[src/rtl/fetch_pkg.sv]
// Purpose: shared types and constants for the instruction-fetch stage.
// Latency: n/a (types only).
// Backpressure: n/a (types only).
// Contents: FSM state enum, instruction size, IF/ID payload struct.
package fetch_pkg;

  localparam int FETCH_ADDR_W = 32;
  localparam int FETCH_DATA_W = 32;
  localparam int INSTR_BYTES  = 4;

  typedef enum logic [1:0] {
    IDLE  = 2'd0,
    FETCH = 2'd1,
    HOLD  = 2'd2,
    DRAIN = 2'd3
  } fetch_state_e;

  // One fetched instruction together with the address it came from.
  typedef struct packed {
    logic [FETCH_DATA_W-1:0] instr;
    logic [FETCH_ADDR_W-1:0] pc;
  } if_id_t;

endpackage

[src/rtl/fetch_skid_buf.sv]
// Purpose: one-entry holding register for an instruction that arrived while decode was stalled.
// Latency: entry visible the cycle after load; unload frees it at the next edge.
// Backpressure: none itself; the owner only loads when the entry is free.
// Ports: load/load_dat write the entry, unload frees it, clear (priority) drops it,
//        entry_dat/valid show the held payload.
module fetch_skid_buf
  import fetch_pkg::*;
(
  input  logic   clk,
  input  logic   rst_n,
  input  logic   load,
  input  logic   unload,
  input  logic   clear,
  input  if_id_t load_dat,
  output if_id_t entry_dat,
  output logic   valid
);

  logic   valid_q, valid_d;
  if_id_t entry_q, entry_d;

  always_comb begin
    valid_d = valid_q;
    entry_d = entry_q;
    if (clear) begin
      valid_d = 1'b0;
    end else if (load) begin
      valid_d = 1'b1;
      entry_d = load_dat;
    end else if (unload) begin
      valid_d = 1'b0;
    end
  end

  always_ff @(posedge clk or negedge rst_n) begin
    if (!rst_n) begin
      valid_q <= 1'b0;
      entry_q <= '0;
    end else begin
      valid_q <= valid_d;
      entry_q <= entry_d;
    end
  end

  assign valid     = valid_q;
  assign entry_dat = entry_q;

endmodule

[src/rtl/fetch_stage.sv]
// Purpose: instruction fetch between the PC register and IF/ID; single outstanding imem request.
// Latency: 1 cycle minimum from imem_req to IF/ID load; first id_valid 2 cycles after reset release.
// Backpressure: id_stall parks one instruction in a skid entry and pauses requests; pc_stall holds the PC.
// Ports: clk/Reset, pc_q/pc_d from the PC register, pc_stall to it, flush redirect,
//        imem_req/imem_addr/imem_ack/imem_rdata memory side, id_stall in, id_valid/id_instr/id_pc/id_pc4 out.
module fetch_stage
  import fetch_pkg::*;
#(
  parameter int ADDR_W = FETCH_ADDR_W,  // must equal FETCH_ADDR_W (payload struct width)
  parameter int DATA_W = FETCH_DATA_W   // must equal FETCH_DATA_W
) (
  input  logic              clk,
  input  logic              Reset,
  input  logic [ADDR_W-1:0] pc_q,
  input  logic [ADDR_W-1:0] pc_d,
  output logic              pc_stall,
  input  logic              flush,
  output logic              imem_req,
  output logic [ADDR_W-1:0] imem_addr,
  input  logic              imem_ack,
  input  logic [DATA_W-1:0] imem_rdata,
  input  logic              id_stall,
  output logic              id_valid,
  output logic [DATA_W-1:0] id_instr,
  output logic [ADDR_W-1:0] id_pc,
  output logic [ADDR_W-1:0] id_pc4
);

  fetch_state_e      state_q, state_d;
  logic [ADDR_W-1:0] req_addr_q, req_addr_d;
  logic              imem_req_q, imem_req_d;
  logic              id_valid_q, id_valid_d;
  logic [DATA_W-1:0] id_instr_q, id_instr_d;
  logic [ADDR_W-1:0] id_pc_q, id_pc_d;
  logic [ADDR_W-1:0] id_pc4_q, id_pc4_d;

  logic   accept;
  logic   id_load;
  if_id_t id_load_dat, fetch_dat, skid_dat;
  logic   skid_load, skid_unload, skid_clear, skid_vld;

  assign accept          = ~id_valid_q | ~id_stall;
  assign fetch_dat.instr = imem_rdata;
  assign fetch_dat.pc    = req_addr_q;
  assign skid_clear      = flush;

  // Invariant outside DRAIN: pc_q equals req_addr_q, so pc_d is always the
  // address that follows the instruction currently being fetched.
  always_comb begin
    state_d     = state_q;
    req_addr_d  = req_addr_q;
    pc_stall    = 1'b1;
    id_load     = 1'b0;
    id_load_dat = fetch_dat;
    skid_load   = 1'b0;
    skid_unload = 1'b0;
    case (state_q)
      IDLE: begin
        state_d = FETCH;
        if (flush) begin
          pc_stall   = 1'b0;
          req_addr_d = pc_d;
        end else begin
          req_addr_d = pc_q;
        end
      end
      FETCH: begin
        if (flush) begin
          pc_stall = 1'b0;
          // Without an ack the old request is still in flight: keep its
          // address and wait in DRAIN; the PC register holds the target.
          if (imem_ack) req_addr_d = pc_d;
          else          state_d    = DRAIN;
        end else if (imem_ack) begin
          pc_stall   = 1'b0;
          req_addr_d = pc_d;
          if (accept) begin
            id_load = 1'b1;
          end else begin
            skid_load = 1'b1;
            state_d   = HOLD;
          end
        end
      end
      HOLD: begin
        if (flush) begin
          pc_stall   = 1'b0;
          req_addr_d = pc_d;
          state_d    = FETCH;
        end else if (!id_stall) begin
          skid_unload = 1'b1;
          id_load     = skid_vld;
          id_load_dat = skid_dat;
          state_d     = FETCH;
        end
      end
      DRAIN: begin
        if (flush) begin
          pc_stall = 1'b0;
          if (imem_ack) begin
            req_addr_d = pc_d;
            state_d    = FETCH;
          end
        end else if (imem_ack) begin
          req_addr_d = pc_q;  // PC has been holding the redirect target
          state_d    = FETCH;
        end
      end
      default: state_d = IDLE;
    endcase
  end

  // IF/ID register: a consumed entry drops out unless replaced; flush wins.
  always_comb begin
    id_valid_d = id_valid_q & id_stall;
    id_instr_d = id_instr_q;
    id_pc_d    = id_pc_q;
    id_pc4_d   = id_pc4_q;
    if (flush) begin
      id_valid_d = 1'b0;
    end else if (id_load) begin
      id_valid_d = 1'b1;
      id_instr_d = id_load_dat.instr;
      id_pc_d    = id_load_dat.pc;
      id_pc4_d   = id_load_dat.pc + ADDR_W'(INSTR_BYTES);
    end
  end

  assign imem_req_d = (state_d == FETCH) || (state_d == DRAIN);

  always_ff @(posedge clk or negedge Reset) begin
    if (!Reset) begin
      state_q    <= IDLE;
      req_addr_q <= '0;
      imem_req_q <= 1'b0;
      id_valid_q <= 1'b0;
      id_instr_q <= '0;
      id_pc_q    <= '0;
      id_pc4_q   <= '0;
    end else begin
      state_q    <= state_d;
      req_addr_q <= req_addr_d;
      imem_req_q <= imem_req_d;
      id_valid_q <= id_valid_d;
      id_instr_q <= id_instr_d;
      id_pc_q    <= id_pc_d;
      id_pc4_q   <= id_pc4_d;
    end
  end

  fetch_skid_buf u_skid (
    .clk       (clk),
    .rst_n     (Reset),
    .load      (skid_load),
    .unload    (skid_unload),
    .clear     (skid_clear),
    .load_dat  (fetch_dat),
    .entry_dat (skid_dat),
    .valid     (skid_vld)
  );

  assign imem_req  = imem_req_q;
  assign imem_addr = req_addr_q;
  assign id_valid  = id_valid_q;
  assign id_instr  = id_instr_q;
  assign id_pc     = id_pc_q;
  assign id_pc4    = id_pc4_q;

endmodule

[config.mk]
export PLATFORM = sky130hd
export DESIGN_NAME = fetch_stage
export DESIGN_NICKNAME = d
export VERILOG_FILES = /design/src/rtl/fetch_pkg.sv /design/src/rtl/fetch_skid_buf.sv /design/src/rtl/fetch_stage.sv
export SDC_FILE = /design/constraint.sdc
export NUM_CORES = 1
export LEC_CHECK = 0
export ABC_AREA = 1
export BUFFER_PORTS_ARGS = -buffer_cell sky130_fd_sc_hd__buf_4
export CAP_MARGIN = 20
export CORE_UTILIZATION = 55
export CTS_CLUSTER_SIZE = 30
export DETAILED_ROUTE_END_ITERATION = 6
export PLACE_DENSITY = 0.78
export SYNTH_ARGS = -nofsm -noshare
export SYNTH_HDL_FRONTEND = slang
export SYNTH_HIERARCHICAL = 1
export SYNTH_SLANG_ARGS = --single-unit
[constraint.sdc]
create_clock -name clk -period 2.75 [get_ports clk]
set_input_delay 0.4125 -clock clk [delete_from_list [all_inputs] [get_ports clk]]
set_output_delay 0.4125 -clock clk [all_outputs]
set_load 0.02 [all_outputs]
# [Word level (Yosys, flattened, before mapping)]
# Index checks and enable logic that the tools add are counted.
[classes] addsub=1 eq_ne=7 n_mux=39 bitwise_logic=5 n_reduce_logical=7
[ops] op="64-bit two-way mux" n=3
[ops] op="32-bit two-way mux" n=5
[ops] op="32-bit one-hot mux with 4 select lines" n=1
[ops] op="32-bit by 3-bit adder with 32-bit output, second input constant" n=1
[ops] op="1-bit two-way mux" n=20
[ops] op="2-bit two-way mux" n=7
[ops] op="2-bit one-hot mux with 4 select lines" n=1
[ops] op="2-bit == test, second input constant" n=3
[ops] op="2-bit AND reduction" n=3
[ops] op="2-bit by 1-bit == test with 1-bit output, second input constant" n=2
[ops] op="1-bit one-hot mux with 2 select lines" n=2
[ops] op="3-bit != test, second input constant" n=1
[ops] op="1-bit inverter" n=3
[ops] op="3-bit nonzero test" n=1
[ops] op="3-bit OR reduction" n=1
[ops] op="2-bit zero test" n=1
[ops] op="2-bit != test, second input constant" n=1
[ops] op="1-bit bitwise AND" n=1
[ops] op="1-bit logical OR" n=1
[ops] op="1-bit OR" n=1
[word_totals] register_bits=197 output_inout_bits=131

# [Logic depth before layout (Yosys ltp)]
# Gate-level depths: netlist of run 1.
[logic_depth] depth_word=8 mapped_depth=15

# [Hierarchy]
# Netlist of run 1, hierarchy kept.
[by_module_without_submodules] mod="fetch_stage" n_inst=1 cells_each=1165 area_per_inst_um2=8180.3
[by_module_without_submodules] mod="fetch_skid_buf" n_inst=1 cells_each=283 area_per_inst_um2=2587.5

# [Least setup slack after synthesis of run 1]
# Ideal clock, no wire load.
[synth_timing] kind="register -> register" startpoint="register, netlist name imem_req" endpoint="register id_pc4_q[20] (netlist: id_pc4[20])" setup_time_ps=127 arrival_time_ps=2137 required_time_ps=2623 setup_slack_ps=487 path_stages_with_launch=14 n_path_buf=1 path_cell_list="dfrtp_1 inv_1 ha_1 buf_6 nand3_2 nand2_1 ha_1 nand3_1 inv_2 nand2_1 nor2_4 nand2_1 o21ai_1 nand3_1"
[synth_lines] element="end signal, assigned" line="fetch_stage.sv:147" source="id_pc4_q <= id_pc4_d;"
[synth_lines] element="end, declared" line="fetch_stage.sv:35" source="logic [ADDR_W-1:0] id_pc4_q, id_pc4_d;"

==> impl_summary.txt, run 1 <==
----------------------------------------------------
[Run status]
  Run status ... complete, no violations

[STA]
  Total Negative Setup Slacks ... 0 ps
  Hold Vio Cnt, Final ... 0
  Final critical-path required period ... between 2000 and 3000 ps
  Max-slew violation count ... 0
  Achievable Freq ... 394 MHz
  Worst-Margin Slew ... approximately 730 ps
  Number of setup violations in the final report ... 0
  Min setup slack post-route ... 213 ps
  Max-Slew Margin vs Limit ... 0.511
  Final worst clock skew ... approximately 13 ps
  Portion of the clock cycle consumed by the worst path in the final layout ... 0.923
  Setup repair after global routing missed its margin ... no

[Power and ir drop]
  VDD IR-drop max ... 0.000645 V
  Power, Total ... roughly 15000 uW
  Standby leakage power ... about 0.0066 uW
  PwrDens ... ~1100 nW/um^2

[Detailed routing]
  DRC Markers ... 0
  Met3 wire length ... approximately 2900 um
  DR vias ... about 11000
  Highest metal used ... met4
  Routed WL ... between 30000 and 40000 um
  Via-per-instance ratio ... 5.72
  DR WL met2 ... between 10000 and 15000 um
  Met1 wire length ... 14000 um
  Number of detailed-routing iterations run before antenna repair ... 5
  Drt first-iter violations ... 1208
  Routed len/inst ... 16.6 um
  Post-route ant nets ... 0

[Logic synthesis]
  Post-synthesis sequential area ratio ... 0.451
  Post-synth top area share ... 0.451
  Leading cell types by total area after synthesis ... sky130_fd_sc_hd__dfrtp_1, sky130_fd_sc_hd__nand2_1, sky130_fd_sc_hd__nand3_1
  Syn. warnings ... 6
  Synth Instances ... 1448
  Summed instance area of the synthesized netlist ... 10800 sq um
  Post-synth net total ... ~1600
  Synth cell types ... 33
  Most area-hungry cell type in the Yosys netlist ... sky130_fd_sc_hd__dfrtp_1
  Mean instance size in the synthesized netlist ... 7.44 sq um
  Post-synthesis sequential element count ... 194

[Clocking]
  Clk Latency, worst-skew pair ... approximately 440 ps
  CTS tree ... yes
  Depth of the CTS H-tree ... 4
  Clock buffer depth ... 2
  Clock transition time at the flip-flop clock pins of the worst setup and hold paths ... 70 ps
  Setup bufs post-CTS ... 0
  Total clock sinks ... between 150 and 200
  Inserted Clock Buffers ... 17
  Root buffer cell ... sky130_fd_sc_hd__clkbuf_16

[Placed design]
  Dpl cell area ... 12600 sq um
  Detailed Place HPWL ... approximately 22000 um
  Worst slack at placement ... roughly 180 ps
  Routability-driven placement congestion ratio ... approximately 0.97
  Number of I/O port buffers ... between 200 and 250

[Setup path]
  Worst r2r src ... imem_req$_DFF_PN0_
  Highest net fanout along the worst path ... 54
  Type of the worst setup path ... reg2reg
  Crit path from ... imem_req$_DFF_PN0_
  Flop2flop setup slack ... ~210 ps
  Required time of the critical path ... around 3000 ps
  Destination of the worst register-to-register timing path ... id_pc4[24]$_DFFE_PN0P_
  Worst EP arrival ... about 2900 ps
  Worst Setup End Kind ... register
  Category of the worst setup path launch point ... register
  Number of cells on the worst reg-to-reg path ... 13
  Critical path destination ... id_pc4[24]$_DFFE_PN0P_

[Global route]
  Via count of the first global-routing pass ... between 9000 and 10000
  Pin count of the biggest net entering global routing ... 76
  Global Route Usage Sum ... 0.318
  Initial antenna violation count ... 0
  Overflow after GRT ... 0
  Wire length of the first global-routing pass ... between 50000 and 60000 um

[Final layout]
  Design area ... around 13000 sq um
  Growth of design area from synthesis to finish ... 22.9%
  Post-layout nets ... around 1700
  Ratio of cells with drive above 1 in the final layout ... 0.203
  Count of inserted antenna diode cells ... 0
  Share of the core filled with cells ... 0.698

[Floorplanning]
  Die width ... 142 um
  Core Region ... between 15000 and 20000 sq um
  Number of rows in the core area ... 50
  Starting utilization of the core area ... 0.568
  Ports placed on the boundary ... between 200 and 250
  Overall die area ... 20100 sq um
  Vertical die dimension ... 142 um

[Flow run]
  Max-cap check violation count ... 0

[Hold path]
  Path class of the lowest-slack min-delay path ... in2reg

----------------------------------------------------
-- per-layer routing --
layer,up-vias,GRT usage
met5,-,0
met4,0,0.0792
met3,39,0.0540
met2,585,0.469
met1,5096,0.483
li1,5133,-
-- Yosys cell counts --
cell type                  number
sky130_fd_sc_hd__nand2_8        1
sky130_fd_sc_hd__inv_2          4
sky130_fd_sc_hd__nand2_1      523
sky130_fd_sc_hd__o211ai_1      73
sky130_fd_sc_hd__nand2_2       13
sky130_fd_sc_hd__nor2_2         6
sky130_fd_sc_hd__a21oi_1       39
sky130_fd_sc_hd__nor2_4         6
sky130_fd_sc_hd__nand3_2        2
sky130_fd_sc_hd__clkinv_1       1
sky130_fd_sc_hd__nand3_1      189
sky130_fd_sc_hd__o21ai_0       54
sky130_fd_sc_hd__nand4_1        7
sky130_fd_sc_hd__nor2_1       102
sky130_fd_sc_hd__clkbuf_1      28
sky130_fd_sc_hd__buf_6          7
sky130_fd_sc_hd__o21a_1         4
sky130_fd_sc_hd__or2_2          1
sky130_fd_sc_hd__nor2_8         1
sky130_fd_sc_hd__ha_1           7
sky130_fd_sc_hd__dfrtp_1      194
sky130_fd_sc_hd__a31oi_1       38
sky130_fd_sc_hd__o21bai_1       1
sky130_fd_sc_hd__buf_4         17
sky130_fd_sc_hd__nand3_4        1
sky130_fd_sc_hd__xor2_1         2
sky130_fd_sc_hd__o21ai_1        4
sky130_fd_sc_hd__nor3_1         3
sky130_fd_sc_hd__inv_1         58
sky130_fd_sc_hd__buf_1          9
sky130_fd_sc_hd__nand3b_1      12
sky130_fd_sc_hd__and2_1         1
sky130_fd_sc_hd__buf_2         40
-- through the flow --
step                std cells  hold WS [ps]
floorplan                1448           117
global placement         1865           437
detailed placement       1865           426
CTS                      1898           203
global route             1898           211
finish                   1898           214
-- final cells by class --
cell class	count	area [sq um]
clock inverters	15	148
flip-flops and latches	194	4860
clock buffers	17	425
multi-input cells	1090	5170
fillers	1616	5720
repair buffers	259	2080
well taps	260	325
inverters	63	238
-- state kept, by name, summed over array words and instances (netlist names) --
register          cells
id_pc4               30
id_instr             32
imem_addr            32
id_pc                32
id_valid              1
state_q               1
imem_req              1
u_skid/entry_dat     64
u_skid/valid          1
-- placed cells by master (no fill, tap or decap), drive strengths merged --
master	Yosys	layout
a21oi	39	39
dfrtp	194	194
nand3b	12	12
ha	7	7
o21ai	58	58
bufinv	0	1
inv	62	68
buf	73	257
nor3	3	3
clkinvlp	0	2
or2	1	1
nand4	7	7
clkinv	1	7
o21a	4	4
nand3	192	192
and2	1	1
nor2	115	115
nand2	537	537
xor2	2	2
dlygate4sd3	0	1
o211ai	73	73
a31oi	38	38
o21bai	1	1
clkbuf	28	18
-- worst max-delay path, cell delays in order (launching register included) --
cell and delay (ps):
sky130_fd_sc_hd__dfrtp_2 440, sky130_fd_sc_hd__inv_1 110, sky130_fd_sc_hd__ha_4 220, sky130_fd_sc_hd__nand2_8 200
sky130_fd_sc_hd__buf_12 280, sky130_fd_sc_hd__nand2_1 120, sky130_fd_sc_hd__nand2_1 130, sky130_fd_sc_hd__nand3_1 160
sky130_fd_sc_hd__nor2_1 350, sky130_fd_sc_hd__nand3_1 120, sky130_fd_sc_hd__nand2_1 80, sky130_fd_sc_hd__nand2_1 60
sky130_fd_sc_hd__nand2_1 60, sky130_fd_sc_hd__nand2_1 60
-- what timing repair did --
item	4_1_cts	5_1_grt
setup endpoints to repair	0	18
hold buffers	1	0
resized for setup	0	2
hold endpoints to repair	59	0
-- report_power, final --
part	switching, uW	total [uW]	internal, uW
Clock	1180	2450	1280
Sequential	1080	5210	4130
Combinational	4630	7550	2920
Total	6890	15200	8330
-- cells by family (layout without fill, tap and decap cells) --
family / after synthesis / after routing / synth area share
and+or+nand+nor: 868 / 868 / 0.345
xor gates and xnor gates: 2 / 2 / 0.00163
adders and majority gates: 7 / 7 / 0.00813
DFF: 194 / 194 / 0.451
AOI/OAI and AO/OA: 213 / 213 / 0.122
buffers and inverters: 164 / 354 / 0.0726
-- worst min-delay path by stage --
| stage | to | startpoint | cells past startpoint | slack [ps] |
|---|---|---|---|---|
| 2_1_floorplan | id_instr[0]$_DFFE_PN0P_ | Reset | 0 | 120 |
| 3_3_place_gp | id_instr[27]$_DFFE_PN0P_ | Reset | 1 | 440 |
| 3_5_place_dp | id_instr[27]$_DFFE_PN0P_ | Reset | 1 | 430 |
| 4_1_cts | u_skid/entry_dat[63]$_DFFE_PN0P_ | imem_rdata[31] | 3 | 200 |
| 5_1_grt | u_skid/entry_dat[63]$_DFFE_PN0P_ | imem_rdata[31] | 3 | 210 |
| 6_report | u_skid/entry_dat[38]$_DFFE_PN0P_ | imem_rdata[6] | 3 | 210 |
No activity file was read; power rests on OpenSTA's default activity.
==> run 2, diff against run 1 <==
Settings changed: REMOVE_ABC_BUFFERS set to 1.
==> run 2 against run 1 <==
Die area unchanged. Clock power about the same. First-iteration DRC count shrank 20%. Fmax grew 0.22%. Cell area is 0.76% higher. Global-route usage up 1.2 points. Routed wire length increased by 2.8%. Non-clock buffer count up 8. Worst hold slack worse by 2.7 ps. Power about the same. Combinational power is 2% higher. Via count is 0.47% higher. Critical path type unchanged. Critical endpoint is now id_pc4[26]$_DFFE_PN0P_. Largest power group unchanged.
==> impl_summary.txt, run 2 (synthesis gave the netlist of run 1 again) <==
----------------------------------------------------
[Power and ir drop]
  PwrDens ... 1140 nW/um^2 (was 1150 nW/um^2)
  Standby leakage power ... 0.00666 uW (was 0.00662 uW)
  VDD IR-drop max ... 0.000546 V (was 0.000645 V)
  Power, Total ... 15200 uW (about the same)

[Global route]
  Pin count of the biggest net entering global routing ... 76 (unchanged)
  Initial antenna violation count ... 0 (unchanged)
  Global Route Usage Sum ... 0.329 (was 0.318)
  Via count of the first global-routing pass ... 10100 (was 9662)
  Overflow after GRT ... 0 (unchanged)
  Layer with the highest usage ... met2 (was met1)
  Met2 global-route usage ... 0.508 (was 0.469)
  Met1 routing resource usage after global routing ... 0.471 (was 0.483)
  Wire length of the first global-routing pass ... 51700 um (was 50400 um)
  Met3 demand-to-capacity share in global routing ... 0.0510 (was 0.0540)

[Flow run]
  Max-cap check violation count ... 0 (unchanged)

[Setup path]
  Type of the worst setup path ... reg2reg (unchanged)
  Worst Setup End Kind ... register (unchanged)
  Worst r2r src ... imem_req$_DFF_PN0_ (unchanged)
  Critical Path Max Stage Delay ... 440 ps (about the same)
  Critical path's slowest cell ... sky130_fd_sc_hd__dfrtp_2 (unchanged)
  Critical path destination ... id_pc4[26]$_DFFE_PN0P_ (was id_pc4[24]$_DFFE_PN0P_)
  Highest net fanout along the worst path ... 40 (was 54)
  Required time of the critical path ... 3080 ps (about the same)
  Worst path top cell family by delay ... simple AND/OR/NAND/NOR gates (unchanged)
  Number of cells on the worst reg-to-reg path ... 15 (was 13)
  Worst EP arrival ... 2860 ps (about the same)
  Destination of the worst register-to-register timing path ... id_pc4[26]$_DFFE_PN0P_ (was id_pc4[24]$_DFFE_PN0P_)
  Cells along the critical path ... inv_1, ha_4, nand2_8, buf_12, nand2_1, nand2_1, nand2_1, inv_1, nand2_1, nor2_1, nand3_1, nand2_1, nand2_1, nand2_1, nand2_1 (was inv_1, ha_4, nand2_8, buf_12, nand2_1, nand2_1, nand3_1, nor2_1, nand3_1, nand2_1, nand2_1, nand2_1, nand2_1)
  Category of the worst setup path launch point ... register (unchanged)
  WP buf/inv ... 3 (was 2)
  Crit path from ... imem_req$_DFF_PN0_ (unchanged)
  Most frequent cell on the critical path ... sky130_fd_sc_hd__nand2_1 (unchanged)
  Flop2flop setup slack ... 220 ps (was 210 ps)
  Critical path depth ... 15 (was 13)

[Floorplanning]
  Number of rows in the core area ... 50 (unchanged)
  Starting utilization of the core area ... 0.568 (unchanged)
  Die width ... 142 um (unchanged)
  Ports placed on the boundary ... 232 (unchanged)
  Vertical die dimension ... 142 um (unchanged)
  Overall die area ... 20100 sq um (unchanged)
  Core Region ... 19000 sq um (unchanged)

[Final layout]
  Post-layout nets ... 1741 (was 1733)
  Most frequent cells in the layout ... sky130_fd_sc_hd__nand2_1, sky130_fd_sc_hd__buf_4, sky130_fd_sc_hd__dfrtp_1 (unchanged)
  Growth of design area from synthesis to finish ... 23.9% (was 22.9%)
  Area of combinational cells with multiple inputs ... 5180 sq um (was 5170 sq um)
  Flip-flop count of the largest register, all copies and words added ... 64 (unchanged)
  Ratio of cells with drive above 1 in the final layout ... 0.207 (was 0.203)
  Commonest non-fill, non-tap cell in the layout ... sky130_fd_sc_hd__nand2_1 (unchanged)
  Total area of sequential cells ... 4860 sq um (unchanged)
  FILL cells ... 1584 (was 1616)
  Count of inserted antenna diode cells ... 0 (unchanged)

[Placed design]
  Detailed Place HPWL ... 22000 um (was 21700 um)
  Routability-driven placement congestion ratio ... 0.908 (was 0.968)
  Number of I/O port buffers ... 231 (unchanged)

[Hold path]
  Number of instances on the worst hold path ... 3 (unchanged)
  Path class of the lowest-slack min-delay path ... in2reg (unchanged)

[STA]
  Max-Slew Margin vs Limit ... 0.633 (was 0.511)
  Total Negative Setup Slacks ... 0 ps (unchanged)
  Worst-Margin Slew ... 551 ps (was 733 ps)
  Final critical-path required period ... 2530 ps (was 2540 ps)
  Portion of the clock cycle consumed by the worst path in the final layout ... 0.921 (was 0.923)
  Final worst clock skew ... 12.5 ps (was 12.8 ps)
  Hold Vio Cnt, Final ... 0 (unchanged)
  Number of setup violations in the final report ... 0 (unchanged)
  Final hold slack ... 211 ps (was 214 ps)
  Achievable Freq ... 395 MHz (was 394 MHz)
  Max-slew violation count ... 0 (unchanged)
  Setup repair after global routing missed its margin ... no (unchanged)

[Detailed routing]
  Routed WL ... 32300 um (was 31400 um)
  Post-route ant nets ... 0 (unchanged)
  Number of detailed-routing iterations run before antenna repair ... 5 (unchanged)
  DRC Markers ... 0 (unchanged)
  DR vias ... 10900 (about the same)
  Routed len/inst ... 17.0 um (was 16.6 um)
  Via-per-instance ratio ... 5.72 (about the same)
  Drt first-iter violations ... 965 (was 1208)

[Clocking]
  Total clock sinks ... 194 (unchanged)
  Clk Latency, worst-skew pair ... 440 ps (about the same)
  Depth of the CTS H-tree ... 4 (unchanged)
  CTS tree ... yes (unchanged)
  Setup bufs post-CTS ... 0 (unchanged)
  Inserted Clock Buffers ... 17 (unchanged)
  Clock buffer depth ... 2 (unchanged)
  Clock transition time at the flip-flop clock pins of the worst setup and hold paths ... 80 ps (was 70 ps)
  Root buffer cell ... sky130_fd_sc_hd__clkbuf_16 (unchanged)

[Run status]
  Run status ... complete, no violations (unchanged)

----------------------------------------------------
[run 2: through the flow]
| stage | cells | setup WS (ps) | util | cell area (sq um) |
|---|---|---|---|---|
| after floorplan | 1347 | -3560 | - | 10200 |
| after global placement | 1872 | 270 | 0.671 | 12700 |
| after detailed placement | 1872 | 157 | 0.671 | 12700 |
| after CTS | 1904 | 132 | 0.701 | 13300 |
| after global routing | 1905 | 30.9 | 0.704 | 13300 |
| final | 1905 | 218 | 0.704 | 13300 |
[run 2: cell type report]
cell class,count,area share
Clock buffer,17,0.0319
Clock inverter,14,0.0106
Inverter,63,0.0181
Multi-Input combinational cell,1090,0.388
Sequential cell,194,0.364
Tap cell,260,0.0244
Timing Repair Buffer,267,0.163
[run 2: how the worst min path moves through the flow]
stage | from | endpoint
2_1_floorplan | Reset | id_instr[0]$_DFFE_PN0P_
3_3_place_gp | Reset | u_skid/entry_dat[40]$_DFFE_PN0P_
3_5_place_dp | Reset | u_skid/entry_dat[40]$_DFFE_PN0P_
4_1_cts | imem_rdata[19] | u_skid/entry_dat[51]$_DFFE_PN0P_
5_1_grt | imem_rdata[21] | u_skid/entry_dat[53]$_DFFE_PN0P_
6_report | imem_rdata[22] | u_skid/entry_dat[54]$_DFFE_PN0P_
[run 2: layer usage]
| layer | up-vias | wire (um) | part of all wire |
|---|---|---|---|
| li1 | 5168 | - | - |
| met5 | - | 0 | 0 |
| met1 | 5156 | 14000 | 0.43 |
| met2 | 525 | 15000 | 0.46 |
| met4 | 0 | 747 | 0.023 |
| met3 | 55 | 2560 | 0.079 |
[run 2: power breakdown]
part | internal, uW | leakage [uW] | switching [uW]
clock | 1200 | 0.000269 | 1210
sequential | 4130 | 0.00243 | 999
combinational | 2980 | 0.00396 | 4680
total | 8320 | 0.00666 | 6900
[run 2: worst reg2reg max path: cells and delay by family (launching register included)]
kind / cells / cell delay [ps]
buffers and inverters: 3 / 460
AND/OR/NAND/NOR: 11 / 1280
adder cells (fa/ha/maj): 1 / 230
flip-flops: 1 / 440
[run 2: what timing repair did]
action                     in CTS  in global routing
setup endpoints to repair       0                 48
resized for setup               0                  5
hold endpoints to repair       57                  0
hold buffers                    1                  0
